==> config.mk <==
export PLATFORM = sky130hd
export DESIGN_NAME = sat_sub_pipe
export DESIGN_NICKNAME = d
export VERILOG_FILES = /design/src/rtl/sat_sub_pipe.sv
export SDC_FILE = /design/constraint.sdc
export NUM_CORES = 1
export LEC_CHECK = 0
export ABC_AREA = 1
export CAP_MARGIN = 20
export CORE_MARGIN = 2
export CORE_UTILIZATION = 56
export DETAILED_ROUTE_END_ITERATION = 10
export HOLD_SLACK_MARGIN = 0.1
export PLACE_DENSITY_LB_ADDON = 0.12
export SYNTH_ARGS = -nofsm -noshare
export SYNTH_HDL_FRONTEND = slang
export SYNTH_SLANG_ARGS = --single-unit
==> constraint.sdc <==
create_clock -name clk -period 5.2 [get_ports clk]
set_clock_uncertainty 0.2 [all_clocks]
set_input_delay 1.04 -clock clk [delete_from_list [all_inputs] [get_ports clk]]
set_output_delay 1.04 -clock clk [all_outputs]
set_load 0.05 [all_outputs]
==> src/rtl/sat_sub_pipe.sv <==
// Two-stage signed saturating subtractor (result = a - b, clamped) with a sticky overflow flag.
// Latency: 2 cycles from input transfer to out_valid; 1 result/cycle when out_ready is held high.
// Backpressure: in_ready = s1_adv (combinational from out_ready); SAT_SUB_OVF_COUNT_EN adds ovf_count.
module sat_sub_pipe #(
    parameter int DATA_WIDTH    = 16,
    parameter int MAX_VALUE     = 2**(DATA_WIDTH-1)-1,
    parameter int OVF_CNT_WIDTH = 8
) (
    input  logic                     clk,
    input  logic                     rst_n,
    input  logic                     in_valid,
    output logic                     in_ready,
    input  logic [DATA_WIDTH-1:0]    in_a,
    input  logic [DATA_WIDTH-1:0]    in_b,
    output logic                     out_valid,
    input  logic                     out_ready,
    output logic [DATA_WIDTH-1:0]    result,
    output logic                     overflow,
    output logic                     ovf_sticky,
    input  logic                     clr_ovf
`ifdef SAT_SUB_OVF_COUNT_EN
    ,
    output logic [OVF_CNT_WIDTH-1:0] ovf_count
`endif
);

    localparam logic [DATA_WIDTH-1:0] SAT_MAX = DATA_WIDTH'(MAX_VALUE);
    localparam logic [DATA_WIDTH-1:0] SAT_MIN = ~SAT_MAX;
    localparam int                    MSB     = DATA_WIDTH - 1;

    logic                  s1_valid;
    logic [DATA_WIDTH-1:0] s1_a;
    logic [DATA_WIDTH-1:0] s1_b;
    logic                  s1_adv;
    logic                  s2_adv;
    logic [DATA_WIDTH-1:0] diff;
    logic                  ovf_c;
    logic [DATA_WIDTH-1:0] res_c;
    logic                  ovf_evt;

    assign s2_adv   = !out_valid || out_ready;
    assign s1_adv   = !s1_valid || s2_adv;
    assign in_ready = s1_adv;

    // Overflow is only possible when operand signs differ and the wrapped difference flips sign.
    always_comb begin
        diff  = s1_a - s1_b;
        ovf_c = (s1_a[MSB] != s1_b[MSB]) && (diff[MSB] != s1_a[MSB]);
        res_c = diff;
        if (ovf_c) begin
            res_c = s1_a[MSB] ? SAT_MIN : SAT_MAX;
        end
    end

    always_ff @(posedge clk or negedge rst_n) begin
        if (!rst_n) begin
            s1_valid <= 1'b0;
            s1_a     <= '0;
            s1_b     <= '0;
        end else if (s1_adv) begin
            s1_valid <= in_valid;
            if (in_valid) begin
                s1_a <= in_a;
                s1_b <= in_b;
            end
        end
    end

    // A bubble moving into stage 2 clears overflow so it never shows without out_valid.
    always_ff @(posedge clk or negedge rst_n) begin
        if (!rst_n) begin
            out_valid <= 1'b0;
            overflow  <= 1'b0;
            result    <= '0;
        end else if (s2_adv) begin
            out_valid <= s1_valid;
            overflow  <= s1_valid && ovf_c;
            if (s1_valid) begin
                result <= res_c;
            end
        end
    end

    assign ovf_evt = out_valid && out_ready && overflow;

    always_ff @(posedge clk or negedge rst_n) begin
        if (!rst_n) begin
            ovf_sticky <= 1'b0;
        end else if (ovf_evt) begin
            ovf_sticky <= 1'b1;
        end else if (clr_ovf) begin
            ovf_sticky <= 1'b0;
        end
    end

`ifdef SAT_SUB_OVF_COUNT_EN
    // A clear coinciding with an event restarts the count at 1 so the event is not lost.
    always_ff @(posedge clk or negedge rst_n) begin
        if (!rst_n) begin
            ovf_count <= '0;
        end else if (clr_ovf) begin
            ovf_count <= ovf_evt ? OVF_CNT_WIDTH'(1) : '0;
        end else if (ovf_evt && (ovf_count != {OVF_CNT_WIDTH{1'b1}})) begin
            ovf_count <= ovf_count + 1'b1;
        end
    end
`endif

endmodule

==> results of run 1 <==
[synth_stat cells]
library cell	instances
a21oi_1	36
a21oi_2	3
buf_2	1
buf_4	2
buf_6	4
buf_8	1
dfrtp_1	52
fa_1	2
ha_1	15
inv_1	62
inv_2	2
mux2_2	11
mux2_4	5
nand2_1	76
nand2_2	4
nand2_4	2
nand3_1	21
nand3_2	4
nand3b_1	2
nand4_1	3
nor2_1	36
nor2_2	4
nor2_4	3
nor3_4	1
o21ai_0	6
o21ai_1	2
or2_2	2
xor2_1	1
[power groups by stage]
stage                     sequential (W)  clock [W]  combinational [W]
after floorplan                 0.000788          0           0.000431
after global placement          0.000563          0           0.000883
after detailed placement        0.000567          0           0.000899
after CTS                       0.000559   0.000241           0.000904
after global routing            0.000574   0.000259           0.000995
final                           0.000558   0.000237           0.000903
[state kept, by name, summed over array words and instances (netlist names)]
name and count:
s1_b 16, s1_a 16, overflow 1, result 16
s1_valid 1, ovf_sticky 1, out_valid 1
[per-layer routing]
metal	track usage, %	share of wire [%]	up-vias
li1	-	-	1249
met5	0	0	-
met3	4.302	4.1	6
met1	30.00	50	1077
met4	5.893	1.1	0
met2	32.50	45	55
[layout make-up]
class | instances | area, sq um | share of cell area [%]
timing repair buffer | 57 | 575.6 | 15.49
clock inverter | 1 | 7.507 | 0.2021
clock buffer | 7 | 86.33 | 2.324
tap | 70 | 87.58 | 2.358
sequential | 52 | 1301 | 35.03
multi-input combinational | 239 | 1416 | 38.13
inverter | 64 | 240.2 | 6.467
[per-stage QoR]
stage / total power (W) / cell area, sq um / instances / hold WS, ps / worst slack (ps)
finish: 0.001699 / 3715 / 490 / 304.4 / 1390
global route: 0.001828 / 3715 / 490 / 335.9 / 1349
CTS: 0.001704 / 3695 / 489 / 299.7 / 1386
detailed placement: 0.001465 / 3601 / 481 / 277.9 / 1391
global placement: 0.001446 / 3601 / 481 / 267.0 / 1421
floorplan: 0.001219 / 3038 / 363 / 283.5 / 2288
[worst register-to-register path, cell delays in order (launching register included)]
cell     delay [ps]
dfrtp_1         400
ha_1            380
nand2_1         110
inv_1            50
nand2_1          60
nand2_1          60
a21oi_1         160
nand2_1          70
nand2_1          80
nand2_1          50
a21oi_1         190
fa_1            510
nor3_4          270
inv_1            80
nand2_2          90
inv_1           200
nand2_1         130
nand2_1          60
o21ai_0          80
inv_1            50
[path summary, 6_finish.rpt]
path / end / slack, ps
setup / recovery: in_ready / 1390
hold / removal: result[15] / 300
setup reg to reg: result[1] / 1820
hold reg to reg: result[15] / 300
max in group asynchronous: s1_b[11] / 3790
min in group asynchronous: out_valid / 490
[cell families (layout without fill, tap and decap cells)]
group / after synthesis / in the layout / share of synthesized area [%]
adders and majority gates: 17 / 17 / 7.496
xor gates and xnor gates: 1 / 1 / 0.2884
buffers and inverters: 72 / 129 / 10.54
and+or+nand+nor: 158 / 158 / 24.18
DFF: 52 / 52 / 42.83
muxes: 16 / 16 / 6.549
AOI/OAI and AO/OA: 47 / 47 / 8.114
==> impl_metrics.py, run 1 <==
metrics = {
    "layout": {
        "fin_util_pct": 71.82,
        "final_net_count": 473,
        "final_common_cell": "nand2_1",
        "drive_gt1_share_pct": 11.90,
        "syn_to_final_growth_pct": 22.28,
        "layout_common_cells": "nand2_1 (76), inv_1 (62), clkdlybuf4s50_1 (55)",
        "n_antenna_cell": 0,
        "fillers": 422,
    },
    "placed_design": {
        "port_buffers": 56,
        "dp_hpwl_mm": 4.309,
        "place_congestion": 0.7910,
    },
    "detailed_routing": {
        "remaining_drc_errors": 0,
        "drt_iter0_drc": 120,
        "drt_first_pass_iters": 4,
        "vias": 2387,
        "detail_route.wl_per_cell_microns": 11.57,
        "ant_nets": 0,
        "detail_route.vias_per_cell": 4.871,
        "drt_wl_total_mm": 5.668,
    },
    "worst_setup_path": {
        "crit_top_cell": "clkdlybuf4s50_1",
        "crit_start": "out_ready",
        "worstSetupStartpointType": "input pin",
        "path_cells": "clkdlybuf4s50_1 -> nor2_4 -> nand2_4 -> clkdlybuf4s50_1",
        "critPathBufInv": 2,
        "cp.required_ps": 3960,
        "crit_family": "buffers and inverters",
        "cp.depth": 4,
        "worst_r2r_startpoint": "s1_a[8]",
        "end_kind": "output port",
        "reg2reg_depth": 19,
        "cp_slowest_cell": "clkdlybuf4s50_1",
        "worstSetupPathType": "input pin to output port",
        "critPathArrivalTime_ps": 2570,
        "slowest_delay_ps": 800,
        "path_max_fanout": 3,
    },
    "die": {
        "core_area_sq_mm": 0.005172,
        "start_util_pct": 58.73,
        "die_height_microns": 77.66,
        "ios": 57,
        "std_cell_rows": 26,
        "dieArea_sq_mm": 0.006030,
        "die_x_microns": 77.66,
    },
    "run_status": {
        "outcome": "finished, final reports clean",
    },
    "logic_synthesis": {
        "seq_area_frac_synth_pct": 42.83,
        "syn-num-nets": 417,
        "syn_area_sq_mm": 0.003038,
        "synth_top_area_share_pct": 42.83,
        "syn_inst": 363,
        "syn_avg_cell_area_sq_um": 8.369,
        "synthTopCellsByArea": "dfrtp_1 (43%), nand2_1 (9.4%), inv_1 (7.7%)",
        "ys_types": 28,
        "ys_seq_elements": 52,
        "yosysWarnings": 0,
        "yosys.area.top_type": "dfrtp_1",
    },
    "clock_network": {
        "cts.repair.resized": 0,
        "worstSkewPairLatency_ps": 300,
        "clk_pin_slew_ps": 90,
        "cts.hold.buffers_added": 0,
        "cts_made_buffers": 5,
        "cts_buffer_depth": 2,
        "cts-root-buf": "clkbuf_8",
        "cts_tree": "built",
        "cts.htree.levels": 2,
        "cts_sinks": 52,
        "cts_setup_buffers": 0,
    },
    "global_routing": {
        "first_global_vias": 2228,
        "grt_pass1_wl_mm": 10.15,
        "grt_max_degree": 53,
        "grtUsageTotal_pct": 20.98,
        "grt-ovfl-total": 0,
        "antenna_found_initial": 0,
    },
    "power_and_ir_drop": {
        "p_leak_nw": 1.878,
        "p_comb_share_pct": 53.2,
        "clkPwrFrac_pct": 14.0,
        "switching_share_pct": 44.63,
        "p_int_w": 0.0009405,
        "ir_drop_uv": 301.7,
        "cellPowerDensity_mw_per_mm2": 457.2,
        "p_sw_w": 0.0007580,
        "power_frac_seq_pct": 32.9,
    },
    "min_path": {
        "hold_path.class": "register to register",
        "min_path_cells": 2,
        "hold_start": "result[15]",
    },
    "timing": {
        "hold_viol": 0,
        "tightest_slew_ps": 523.8,
        "period_share_pct": 73.27,
        "relSlewSlack_pct": 65.05,
        "drv_slew": 0,
        "fin_crit_ps": 3810,
        "tns_ps": 0,
        "max_freq_mhz": 262.5,
        "rsz0062_at_grt": "no",
        "finalSetupViolCount": 0,
    },
    "run": {
        "cap_violations": 0,
    },
}
Note: power is estimated with default switching activity, not from simulation.
==> run 2: changes to the inputs <==
CORE_UTILIZATION = 47   (was 56)
clock period = 3.1 ns   (was 5.2 ns; I/O delays follow)
==> impl_metrics.py, run 2 (synthesized netlist as in run 1, its figures left out) <==
metrics = {
    "run_status": {
        "outcome": "finished, final reports clean",
    },
    "timing": {
        "period_share_pct": 97.89,
        "drv_slew": 0,
        "fin_ws_ps": 65.54,
        "finalSetupViolCount": 0,
        "max_freq_mhz": 329.5,
        "fin_crit_ps": 3034,
        "rsz0062_at_grt": "yes",
        "tightest_slew_ps": 641.8,
        "hold_viol": 0,
        "relSlewSlack_pct": 57.22,
    },
    "min_path": {
        "hold_path.class": "input pin to async pin",
    },
    "worst_setup_path": {
        "worstSetupPathType": "register to register",
        "cp_slowest_cell": "fa_1",
        "cp.required_ps": 3100,
        "path_cells": "inv_2 -> ha_4 -> nand2_1 -> nand2_1 -> inv_1 -> nand2_2 -> a21oi_2 -> nand2_1 -> nand2_2 -> nand2_2 -> a21oi_2 -> fa_1 -> nor3_4 -> inv_2 -> nand2_4 -> clkinvlp_4 -> nand2_2 -> nand2_1 -> o21ai_1 -> inv_1",
        "end_kind": "register",
        "slowest_delay_ps": 470,
        "worstSetupStartpointType": "register",
        "path_max_fanout": 6,
        "critPathArrivalTime_ps": 3040,
    },
    "detailed_routing": {
        "vias": 2621,
        "detail_route.wl_per_cell_microns": 12.54,
        "detail_route.vias_per_cell": 4.836,
        "drt_wl_total_mm": 6.794,
        "drt_first_pass_iters": 4,
        "remaining_drc_errors": 0,
        "drt_iter0_drc": 114,
        "ant_nets": 0,
    },
    "die": {
        "die_x_microns": 84.40,
        "std_cell_rows": 29,
        "ios": 57,
        "start_util_pct": 48.12,
        "dieArea_sq_mm": 0.007123,
        "die_height_microns": 84.40,
        "core_area_sq_mm": 0.006314,
    },
    "global_routing": {
        "globalRouteMet2Util_pct": 32.03,
        "grt_max_degree": 43,
        "grtUsageMet1_pct": 27.47,
        "grt_pass1_wl_mm": 11.27,
        "grt-busiest-layer": "met2",
        "first_global_vias": 2455,
        "antenna_found_initial": 0,
        "grt-ovfl-total": 0,
        "met3_usage_pct": 3.048,
        "grtUsageTotal_pct": 19.77,
    },
    "layout": {
        "fillers": 540,
        "top_regs": "result (16), s1_a (16), s1_b (16)",
        "syn_to_final_growth_pct": 40.94,
        "stdcell_area_sq_mm": 0.004282,
        "layout.cells.non_filler": 542,
        "drive_gt1_share_pct": 29.25,
        "n_antenna_cell": 0,
        "final_common_cell": "nand2_1",
        "final_net_count": 519,
        "layout_common_cells": "nand2_1 (61), clkdlybuf4s50_1 (54), inv_1 (52), dfrtp_1 (52), buf_4 (44)",
        "fin_util_pct": 67.82,
    },
    "placed_design": {
        "dp_cells": 521,
        "post-place-ws_ps": -86.33,
        "place_congestion": 0.9011,
        "dp_hpwl_mm": 5.208,
        "placed_cell_area_sq_mm": 0.003880,
        "port_buffers": 56,
    },
    "power_and_ir_drop": {
        "cellPowerDensity_mw_per_mm2": 757.5,
        "p_leak_nw": 2.102,
        "ir_drop_uv": 548.4,
    },
    "clock_network": {
        "clk_pin_slew_ps": 90,
        "cts_buffer_depth": 2,
        "cts_sinks": 52,
        "worstSkewPairLatency_ps": 310,
        "cts_made_buffers": 5,
        "cts.htree.levels": 2,
        "cts-root-buf": "clkbuf_8",
        "cts_tree": "built",
    },
    "run": {
        "cap_violations": 0,
    },
}
## run 2: critical path: cells and delay by family, from the launching register on
| family | cells | cell delay, ps |
|---|---|---|
| adder cells (fa/ha/maj) | 2 | 680 |
| flip-flops | 1 | 380 |
| AND/OR/NAND/NOR | 10 | 860 |
| AO/OA/AOI/OAI | 3 | 360 |
| buffers and inverters | 5 | 430 |
## run 2: repair_timing
| item | 4_1_cts | 5_1_grt |
|---|---|---|
| setup endpoints to repair | 11 | 15 |
| hold buffers | 0 | 0 |
| buffers inserted | 1 | 12 |
| resized for setup | 11 | 34 |
| cloned | 1 | 0 |
| pin swaps | 3 | 17 |
## run 2: layer usage
| layer | up-vias | wire length, microns |
|---|---|---|
| met4 | 0 | 106 |
| li1 | 1350 | - |
| met1 | 1200 | 3205 |
| met5 | - | 0 |
| met2 | 63 | 3155 |
| met3 | 8 | 327 |
## run 2: where the power goes
part	total (W)	switching, W	leakage [nW]	internal [W]
logic	0.00188	0.00109	1.46	0.000788
registers	0.000950	0.000101	0.589	0.000849
clock network	0.000414	0.000214	0.0503	0.000199
## run 2: final cells by class
| cell class | instances | area [sq um] | area share [%] |
|---|---|---|---|
| repair buffers | 102 | 927.1 | 21.65 |
| multi-input cells | 239 | 1609 | 37.58 |
| flip-flops and latches | 52 | 1301 | 30.39 |
| inverters | 64 | 244.0 | 5.698 |
| repair inverters | 1 | 7.507 | 0.1753 |
| well taps | 77 | 96.34 | 2.250 |
| clock buffers | 7 | 96.34 | 2.250 |
## run 2: final timing paths
path,from,endpoint,slack (ps),cells past startpoint
worst min-delay path,rst_n,ovf_sticky,130,1
max in group asynchronous,rst_n,s1_b[6],2010,2
worst min register to register,result[15],result[15],290,2
min in group clk,result[15],result[15],290,2
worst max-delay path,s1_b[8],result[1],70,20
worst max register to register,s1_b[8],result[1],70,20
## run 2: metrics by stage
step / total power (W) / hold slack (ps) / TNS, ps
after floorplan: 0.002045 / 124.4 / 0
after global placement: 0.002621 / 266.3 / -15.47
after detailed placement: 0.002645 / 275.8 / -368.1
after CTS: 0.003127 / 139.5 / 0
after global routing: 0.003467 / 166.9 / -423.8
final: 0.003243 / 129.7 / 0
==> run 3: changes to the inputs <==
MAX_ROUTING_LAYER = met4   (was default)
==> impl_metrics.py, run 3 (synthesized netlist as in run 1, its figures left out) <==
metrics = {
    "run_status": {
        "outcome": "finished, final reports clean",
    },
    "layout": {
        "layout.cells.non_filler": 530,
        "final_common_cell": "nand2_1",
        "n_antenna_cell": 0,
        "stdcell_area_sq_mm": 0.004161,
        "top_regs": "result (16), s1_a (16), s1_b (16)",
        "final_net_count": 507,
        "fin_util_pct": 65.91,
        "syn_to_final_growth_pct": 36.99,
        "layout_common_cells": "nand2_1 (66), clkdlybuf4s50_1 (54), dfrtp_1 (52)",
        "drive_gt1_share_pct": 26.71,
    },
    "detailed_routing": {
        "drt_first_pass_iters": 4,
        "detail_route.wl_per_cell_microns": 13.11,
        "drt_wl_total_mm": 6.949,
        "remaining_drc_errors": 0,
        "vias": 2598,
        "ant_nets": 0,
        "detail_route.vias_per_cell": 4.902,
        "drt_iter0_drc": 105,
    },
    "power_and_ir_drop": {
        "p_total_w": 0.003184,
        "p_leak_nw": 2.035,
        "ir_drop_uv": 523.5,
        "cellPowerDensity_mw_per_mm2": 765.1,
    },
    "die": {
        "dieArea_sq_mm": 0.007123,
        "die_x_microns": 84.40,
        "std_cell_rows": 29,
        "ios": 57,
        "die_height_microns": 84.40,
        "core_area_sq_mm": 0.006314,
        "start_util_pct": 48.12,
    },
    "clock_network": {
        "clk_pin_slew_ps": 100,
        "cts_made_buffers": 5,
        "cts_buffer_depth": 2,
        "worstSkewPairLatency_ps": 310,
        "cts-root-buf": "clkbuf_8",
        "cts.htree.levels": 2,
        "cts_sinks": 52,
        "cts_tree": "built",
    },
    "global_routing": {
        "grtUsageTotal_pct": 20.09,
        "grt-ovfl-total": 0,
        "antenna_found_initial": 0,
        "grt_pass1_wl_mm": 11.24,
        "grt_max_degree": 43,
        "first_global_vias": 2412,
    },
    "worst_setup_path": {
        "worstSetupPathType": "register to register",
        "r2r-end": "result[5]",
        "cp.required_ps": 3090,
        "end_kind": "register",
        "critPathArrivalTime_ps": 3020,
        "reg2reg_depth": 18,
        "r2r_slack_ps": 70,
        "path_max_fanout": 5,
        "worst_r2r_startpoint": "s1_a[2]",
        "worstSetupStartpointType": "register",
    },
    "timing": {
        "drv_slew": 0,
        "max_freq_mhz": 329.9,
        "period_share_pct": 97.79,
        "relSlewSlack_pct": 66.87,
        "fin_crit_ps": 3031,
        "hold_slack_ps": 109.6,
        "finalSetupViolCount": 0,
        "hold_viol": 0,
        "rsz0062_at_grt": "yes",
        "tightest_slew_ps": 495.4,
    },
    "placed_design": {
        "dp_hpwl_mm": 5.292,
        "port_buffers": 56,
        "placed_cell_area_sq_mm": 0.003792,
        "place_congestion": 0.8700,
        "dp_cells": 511,
    },
    "min_path": {
        "hold_path.class": "input pin to async pin",
    },
    "run": {
        "cap_violations": 0,
    },
}
-- run 3: area by class of cell --
| class | instances | area [sq um] |
|---|---|---|
| timing repair inverter | 1 | 7.507 |
| tap | 77 | 96.34 |
| multi-input combinational | 239 | 1595 |
| fill | 558 | 2152 |
| inverter | 64 | 244.0 |
| timing repair buffer | 90 | 820.8 |
| clock buffer | 7 | 96.34 |
| sequential | 52 | 1301 |
-- run 3: critical path, stage by stage, from the launching register on --
cell and delay [ps]:
dfrtp_1 430, ha_4 270, nand2_1 80, nand2_1 60
nand2_1 70, nand3_2 110, nand2_2 90, nand2_1 50
nand2_1 70, nand2_1 70, a21oi_2 150, fa_2 490
nor3_4 200, inv_2 70, nand2_4 110, buf_4 130
a21oi_1 40, o21ai_1 140, a21oi_1 90
-- run 3: power breakdown --
part | switching (W) | total [W] | leakage (nW) | internal (W)
sequential | 0.000103 | 0.000952 | 0.589 | 0.000849
combinational | 0.00108 | 0.00181 | 1.40 | 0.000736
clock | 0.000219 | 0.000419 | 0.0503 | 0.000199
-- run 3: per-layer routing --
metal  GRT usage (%)  vias up  share of wire [%]  wire length (microns)
met5               -        -                  0                      0
met4           5.339        0               0.89                     62
met3           2.852        8                3.5                    246
met2           30.09       61                 45                   3143
li1                -     1322                  -                      -
met1           28.84     1207                 50                   3497
-- run 3: worst max path at each step --
stage,start,end,cells past startpoint
floorplan,s1_a[7],result[13],18
global placement,s1_a[6],result[1],19
detailed placement,s1_a[6],result[1],19
CTS,s1_a[10],result[1],18
global route,s1_b[8],result[1],20
finish,s1_a[2],result[5],18
-- run 3: timing repair --
item	4_1_cts	5_1_grt
cloned	1	0
hold buffers	0	0
pin swaps	3	19
setup endpoints to repair	14	15
buffers inserted	1	10
gates resized for setup	11	31
-- run 3: metrics by stage --
stage               setup WS, ps  setup TNS (ps)
floorplan                  187.8               0
global placement          -39.68          -66.16
detailed placement        -115.6          -713.4
CTS                        7.597               0
global route              -66.73          -207.6
finish                     68.60               0
